[config.mk]
export PLATFORM = sky130hd
export DESIGN_NAME = tinyalu_param
export DESIGN_NICKNAME = d
export VERILOG_FILES = /design/src/rtl/tinyalu_param.sv
export SDC_FILE = /design/constraint.sdc
export NUM_CORES = 1
export LEC_CHECK = 0
export BUFFER_PORTS_ARGS = -buffer_cell sky130_fd_sc_hd__buf_2
export CORE_UTILIZATION = 42
export CTS_CLUSTER_SIZE = 14
export DETAILED_ROUTE_END_ITERATION = 7
export PLACE_DENSITY = 0.7
export SYNTH_ARGS = -nofsm -noshare
export SYNTH_HDL_FRONTEND = slang
export SYNTH_SLANG_ARGS = --single-unit
[constraint.sdc]
create_clock -name clk -period 5 [get_ports clk]
set_input_delay 0.75 -clock clk [delete_from_list [all_inputs] [get_ports clk]]
set_output_delay 0.75 -clock clk [all_outputs]
set_load 0.005 [all_outputs]
[src/rtl/tinyalu_param.sv]
// tinyalu_param: parametrised multi-mode ALU with start/busy/done handshake.
// Single-cycle add/AND/XOR/subtract; multiply completes after MULT_LATENCY cycles.
module tinyalu_param #(
  parameter int unsigned WIDTH        = 8,
  parameter int unsigned MULT_LATENCY = 3
) (
  input  logic                 clk,
  input  logic                 reset_n,
  input  logic [WIDTH-1:0]     A,
  input  logic [WIDTH-1:0]     B,
  input  logic [2:0]           op,
  input  logic                 start,
  output logic                 busy,
  output logic                 done,
  output logic [2*WIDTH-1:0]   result
);

  localparam int unsigned CW = (MULT_LATENCY > 1) ? $clog2(MULT_LATENCY) : 1;

  localparam logic [1:0] IDLE = 2'd0;
  localparam logic [1:0] EXEC = 2'd1;
  localparam logic [1:0] DONE = 2'd2;

  localparam logic [2:0] OP_ADD = 3'b001;
  localparam logic [2:0] OP_AND = 3'b010;
  localparam logic [2:0] OP_XOR = 3'b011;
  localparam logic [2:0] OP_MUL = 3'b100;
  localparam logic [2:0] OP_SUB = 3'b101;

  localparam logic [CW-1:0] MUL_CNT = CW'(MULT_LATENCY - 1);

  logic [1:0]           state;
  logic [WIDTH-1:0]     a_r;
  logic [WIDTH-1:0]     b_r;
  logic [2:0]           op_r;
  logic [CW-1:0]        cnt;
  logic                 op_legal;
  logic                 accept;
  logic [2*WIDTH-1:0]   a_ext;
  logic [2*WIDTH-1:0]   b_ext;
  logic [2*WIDTH-1:0]   exec_res;

  assign op_legal = (op != 3'b000) && (op <= OP_SUB);
  // Accepting in DONE as well as IDLE gives back-to-back issue without a bubble.
  assign accept   = start && op_legal && ((state == IDLE) || (state == DONE));
  assign busy     = (state == EXEC);
  assign done     = (state == DONE);

  assign a_ext = {{WIDTH{1'b0}}, a_r};
  assign b_ext = {{WIDTH{1'b0}}, b_r};

  always_comb begin
    exec_res = '0;
    case (op_r)
      OP_ADD:  exec_res = a_ext + b_ext;
      OP_AND:  exec_res = a_ext & b_ext;
      OP_XOR:  exec_res = a_ext ^ b_ext;
      OP_MUL:  exec_res = a_ext * b_ext;
      OP_SUB:  exec_res = a_ext - b_ext;
      default: exec_res = '0;
    endcase
  end

  always_ff @(posedge clk) begin
    if (!reset_n) begin
      state  <= IDLE;
      a_r    <= '0;
      b_r    <= '0;
      op_r   <= '0;
      cnt    <= '0;
      result <= '0;
    end else begin
      case (state)
        IDLE, DONE: begin
          if (accept) begin
            a_r   <= A;
            b_r   <= B;
            op_r  <= op;
            cnt   <= (op == OP_MUL) ? MUL_CNT : '0;
            state <= EXEC;
          end else begin
            state <= IDLE;
          end
        end
        EXEC: begin
          if (cnt != '0) begin
            cnt <= cnt - 1'b1;
          end else begin
            result <= exec_res;
            state  <= DONE;
          end
        end
        default: state <= IDLE;
      endcase
    end
  end

endmodule

# After elaboration in Yosys (flattened, before gate mapping)
# Cells that the tools add are included.
# op_classes
reduce_logical	12
bitwise	3
n_shift	0
addsub	3
div	0
magnitude_cmp	1
multipliers	1
n_eq_ne	11
mux	8
# op_table
operator	count
16-bit one-hot mux with 5 select lines	1
8-bit by 8-bit multiplier with 16-bit output	1
8-bit by 8-bit adder with 9-bit output	1
3-bit equality test (second input constant)	3
8-bit by 8-bit subtractor with 9-bit output	1
8-bit AND	1
2-bit 2-to-1 mux	4
2-bit one-hot mux with 2 select lines	2
8-bit bitwise XOR	1
3-bit by 2-bit equality test with 1-bit output (second input constant)	2
2-bit != test (second input constant)	2
2-bit AND reduction	2
2-bit nonzero test	2
3-bit by 1-bit equality test with 1-bit output (second input constant)	1
3-bit less-or-equal comparator (second input constant)	1
1-bit logical AND	3
3-bit AND reduction	1
3-bit nonzero test	1
2-bit by 1-bit equality test with 1-bit output (second input constant)	1
2-bit equality test (second input constant)	1
2-bit zero test	1
2-bit by 1-bit != test with 1-bit output (second input constant)	1
2-bit OR reduction	1
2-bit by 1-bit subtractor with 2-bit output (second input constant)	1
other kinds (3)	3
# word_totals
romBits	0
output_inout_bits	18
regBits	39
mem_bits_rw	0
latch_bits	0
n_memories	0
input_bits	22

# Logic depth before layout (Yosys ltp)
# depth
word_depth	6
mapped_depth	17
mapped_depth_nobuf	17

# Worst setup path before layout
# No wires, ideal clock.
# synth_path
path_kind	reg2reg
from	register a_r[4]
to	register result[15]
setup_time_ns	0.131
period_less_slack_ns	4.325
stages_incl_launch_ff	15
n_path_buf	0
slack_ns	0.675
t_arrival_ns	4.194
path_cell_list	dfxtp_1 -> ha_1 -> fa_1 -> fa_1 -> fa_1 -> inv_1 -> fa_1 -> inv_1 -> ha_1 -> and3_1 -> and2_1 -> a211o_1 -> a221oi_2 -> xnor2_1 -> o22ai_1
# synth_via
elab_chain_cells	2
# synth_rtl
element	line	rtl
from (decl)	33	logic [WIDTH-1:0] a_r;
from (signal assigned)	67	a_r <= '0;
from (signal assigned)	76	a_r <= A;
8-bit by 8-bit multiplier with 16-bit output or 8-bit by 8-bit subtractor with 9-bit output (tied branches)	58, 59	
16-bit one-hot mux with 5 select lines (*)	54	case (op_r)
to (signal assigned)	89	result <= exec_res;
to (decl)	15	output logic [2*WIDTH-1:0] result
# Every way passes the cells marked *; elsewhere a longest branch is shown, timed or not.
# A chain may end at the register's enable or synchronous reset.

# Worst setup path in the final report
# layout_path
from	register a_r[4]
to	register result[14]
# Same word-level chain as after synthesis.

==> flow_summary.toml <==
[status]
status = "finished clean"

[clocking]
ctsHoldBuffers = 0
cts_tree = "done"
cts_root_buf = "clkbuf_8"
path_clk_slew_ps = 90
clock_sinks = 39
cts_buffers = 5
htree_num_levels = 2
post_cts.repair.setup_buffers = 0
worstSkewPairLatency_ps = 300
cts_resized = 0
cts_buffer_depth = 2

[detailed_routing]
drt-vias-per-instance = 5.65
wl_per_cell_um = 15.9
drcViolationCount = 0
wl_um = 11500
ant_nets = 0
via_count = 4084
first_pass_iters = 5
drt_iter0_markers = 189

[worst_setup_path]
crit_fanout = 10
crit_path_start_kind = "flip-flop"
worstPathRequired_ps = 5230
r2r_cells = 14
cp.arrival_ps = 4930
criticalPathCategory = "reg2reg"
end_kind = "flip-flop"

[synthesis]
yosysSeqAreaShare_pct = 16.9
synthCells = 552
ys_top_cells_by_area = "dfxtp_1 17%, fa_1 16%, ha_1 14%"
avgSynthCellArea_um2 = 8.36
synth_fp_nets = 665
synth.ff_latch_count = 39
ys_types = 66
yosysWarnings = 0
syn_area_um2 = 4620
synth_top_flop_cell = "dfxtp_1"
synthArstFlopShare_pct = 0
synth_top_area_share_pct = 16.9
synth_edf_count = 0
yosys.area.top_type = "dfxtp_1"

[grt]
grt_pass1_vias = 4112
grtUsageTotal_pct = 22.2
grt_pass1_wl_um = 19900
grt_max_degree = 36
antenna_found_initial = 0
grt_overflow = 0

[die]
start_util_pct = 43.9
io_pins = 40
die_h_um = 107
core_area_um2 = 10500
die_w_um = 107
dieArea_um2 = 11400
fp-row-count = 37

[layout]
nets = 699
fin_util_pct = 48.1
area_growth_pct = 9.38
layout-drive-gt1-share_pct = 11.6
final_common_cell = "inv_1"
mostFrequentLayoutCells = "68 x inv_1, 63 x nand2_1, 53 x ha_1"
finalInstanceArea_um2 = 5050
antenna_cells = 0

[sta]
finalHoldViolations = 0
worst_hold_slack_ps = 460
period_minus_slack_ps = 4700
rsz0062_at_grt = "false"
fin_worst_skew_ps = 9.69
worst_pin_slew_ps = 859
fmax_mhz = 213
fin_tns_setup_ps = 0
relSlewSlack_pct = 42.6
finalCritPeriodShare_pct = 94.1
setup_viol = 0
slew_violations = 0

[place]
gp_congestion = 0.857
numPortBuffers = 39
placed_area_um2 = 4940
place_hpwl_um = 9230

[power]
power_density_nw_per_um2 = 166
leakage_nw = 2.50
ir_drop_mv = 0.129

[min_path]
hold_depth = 2
hold_class = "reg2reg"

[run]
cap_violations = 0
power breakdown:
part / total (mW) / switching (mW) / internal [mW] / leakage, nW
sequential: 0.351 / 0.0286 / 0.322 / 0.317
clock: 0.276 / 0.127 / 0.149 / 0.0581
combinational: 0.210 / 0.129 / 0.0817 / 2.12
state kept, by name, indices dropped and copies added (netlist names):
name and flops:
b_r 8, cnt 2, op_r 3, result 16
state 2, a_r 8
logic make-up after synthesis:
logic type                 after synthesis  share of synthesized area (%)
AOI/OAI and AO/OA                      129                           20.4
muxes                                    3                          0.650
and+or+nand+nor                        190                           21.2
adders and majority gates               91                           30.8
xor gates and xnor gates                13                           2.47
buffers and inverters                   87                           7.48
DFF                                     39                           16.9
metal layers:
metal	share of wire, %	routed length [µm]	GRT usage, %	up-vias
met4	2.4	277	6.75	0
met5	0	0	0	-
met3	3.7	430	2.80	25
met2	50	5790	39.3	93
li1	-	-	-	1957
met1	44	5030	27.9	2009
through the flow:
step,cells,power [mW],worst slack [ps]
3_3_place_gp,715,0.562,403
5_1_grt,723,0.883,92.3
3_5_place_dp,715,0.566,315
4_1_cts,723,0.838,306
6_report,723,0.838,295
2_1_floorplan,552,0.503,675
synthesized netlist by cell type, types with 2 or more instances:
library cell and count:
inv_1 68, nand2_1 63, ha_1 53, and2_1 46, a21oi_1 40, dfxtp_1 39, fa_1 38, nor2_1 32
a21o_1 14, o21ai_0 8, xor2_1 8, a22oi_1 7, a31oi_1 7, clkbuf_1 7, nand2b_1 7, a211oi_1 6
a221oi_1 6, buf_2 6, nor2b_1 6, o211ai_1 5, xnor2_1 5, and3_1 4, and4_1 4, nand3_1 4
nand3b_1 4, nor3_1 4, nor3b_1 4, a221o_1 3, mux2i_1 3, o22ai_1 3, a211o_1 2, a211oi_2 2
a221oi_2 2, a32o_1 2, a32oi_1 2, buf_1 2, o21ai_1 2, o221ai_1 2, o31a_1 2, o31ai_1 2
or3_1 2, or4_1 2
final timing paths:
path	from	slack [ps]	to
worst min-delay path	result[0]	460	result[0]
worst min register to register	result[0]	460	result[0]
worst max register to register	a_r[4]	300	result[14]
worst max-delay path	a_r[4]	300	result[14]
worst max-delay path, cell delays in order, from the launching register on:
cell and delay [ps]:
dfxtp_1 550, ha_1 420, fa_1 460, fa_1 470, fa_1 550, inv_1 50, fa_1 530, inv_1 40
ha_1 250, a21o_1 190, a21o_1 180, a21o_1 210, a21o_1 210, a2111o_1 410, o211ai_1 100
final cells by class:
cell class / count / area (µm²)
multi-input combinational: 426 / 3490
tap: 136 / 170
clock buffer: 5 / 68.8
inverter: 70 / 263
sequential: 39 / 781
fill: 991 / 5460
timing repair buffer: 44 / 233
clock inverter: 3 / 43.8
Note: power is estimated with default switching activity, not from simulation.
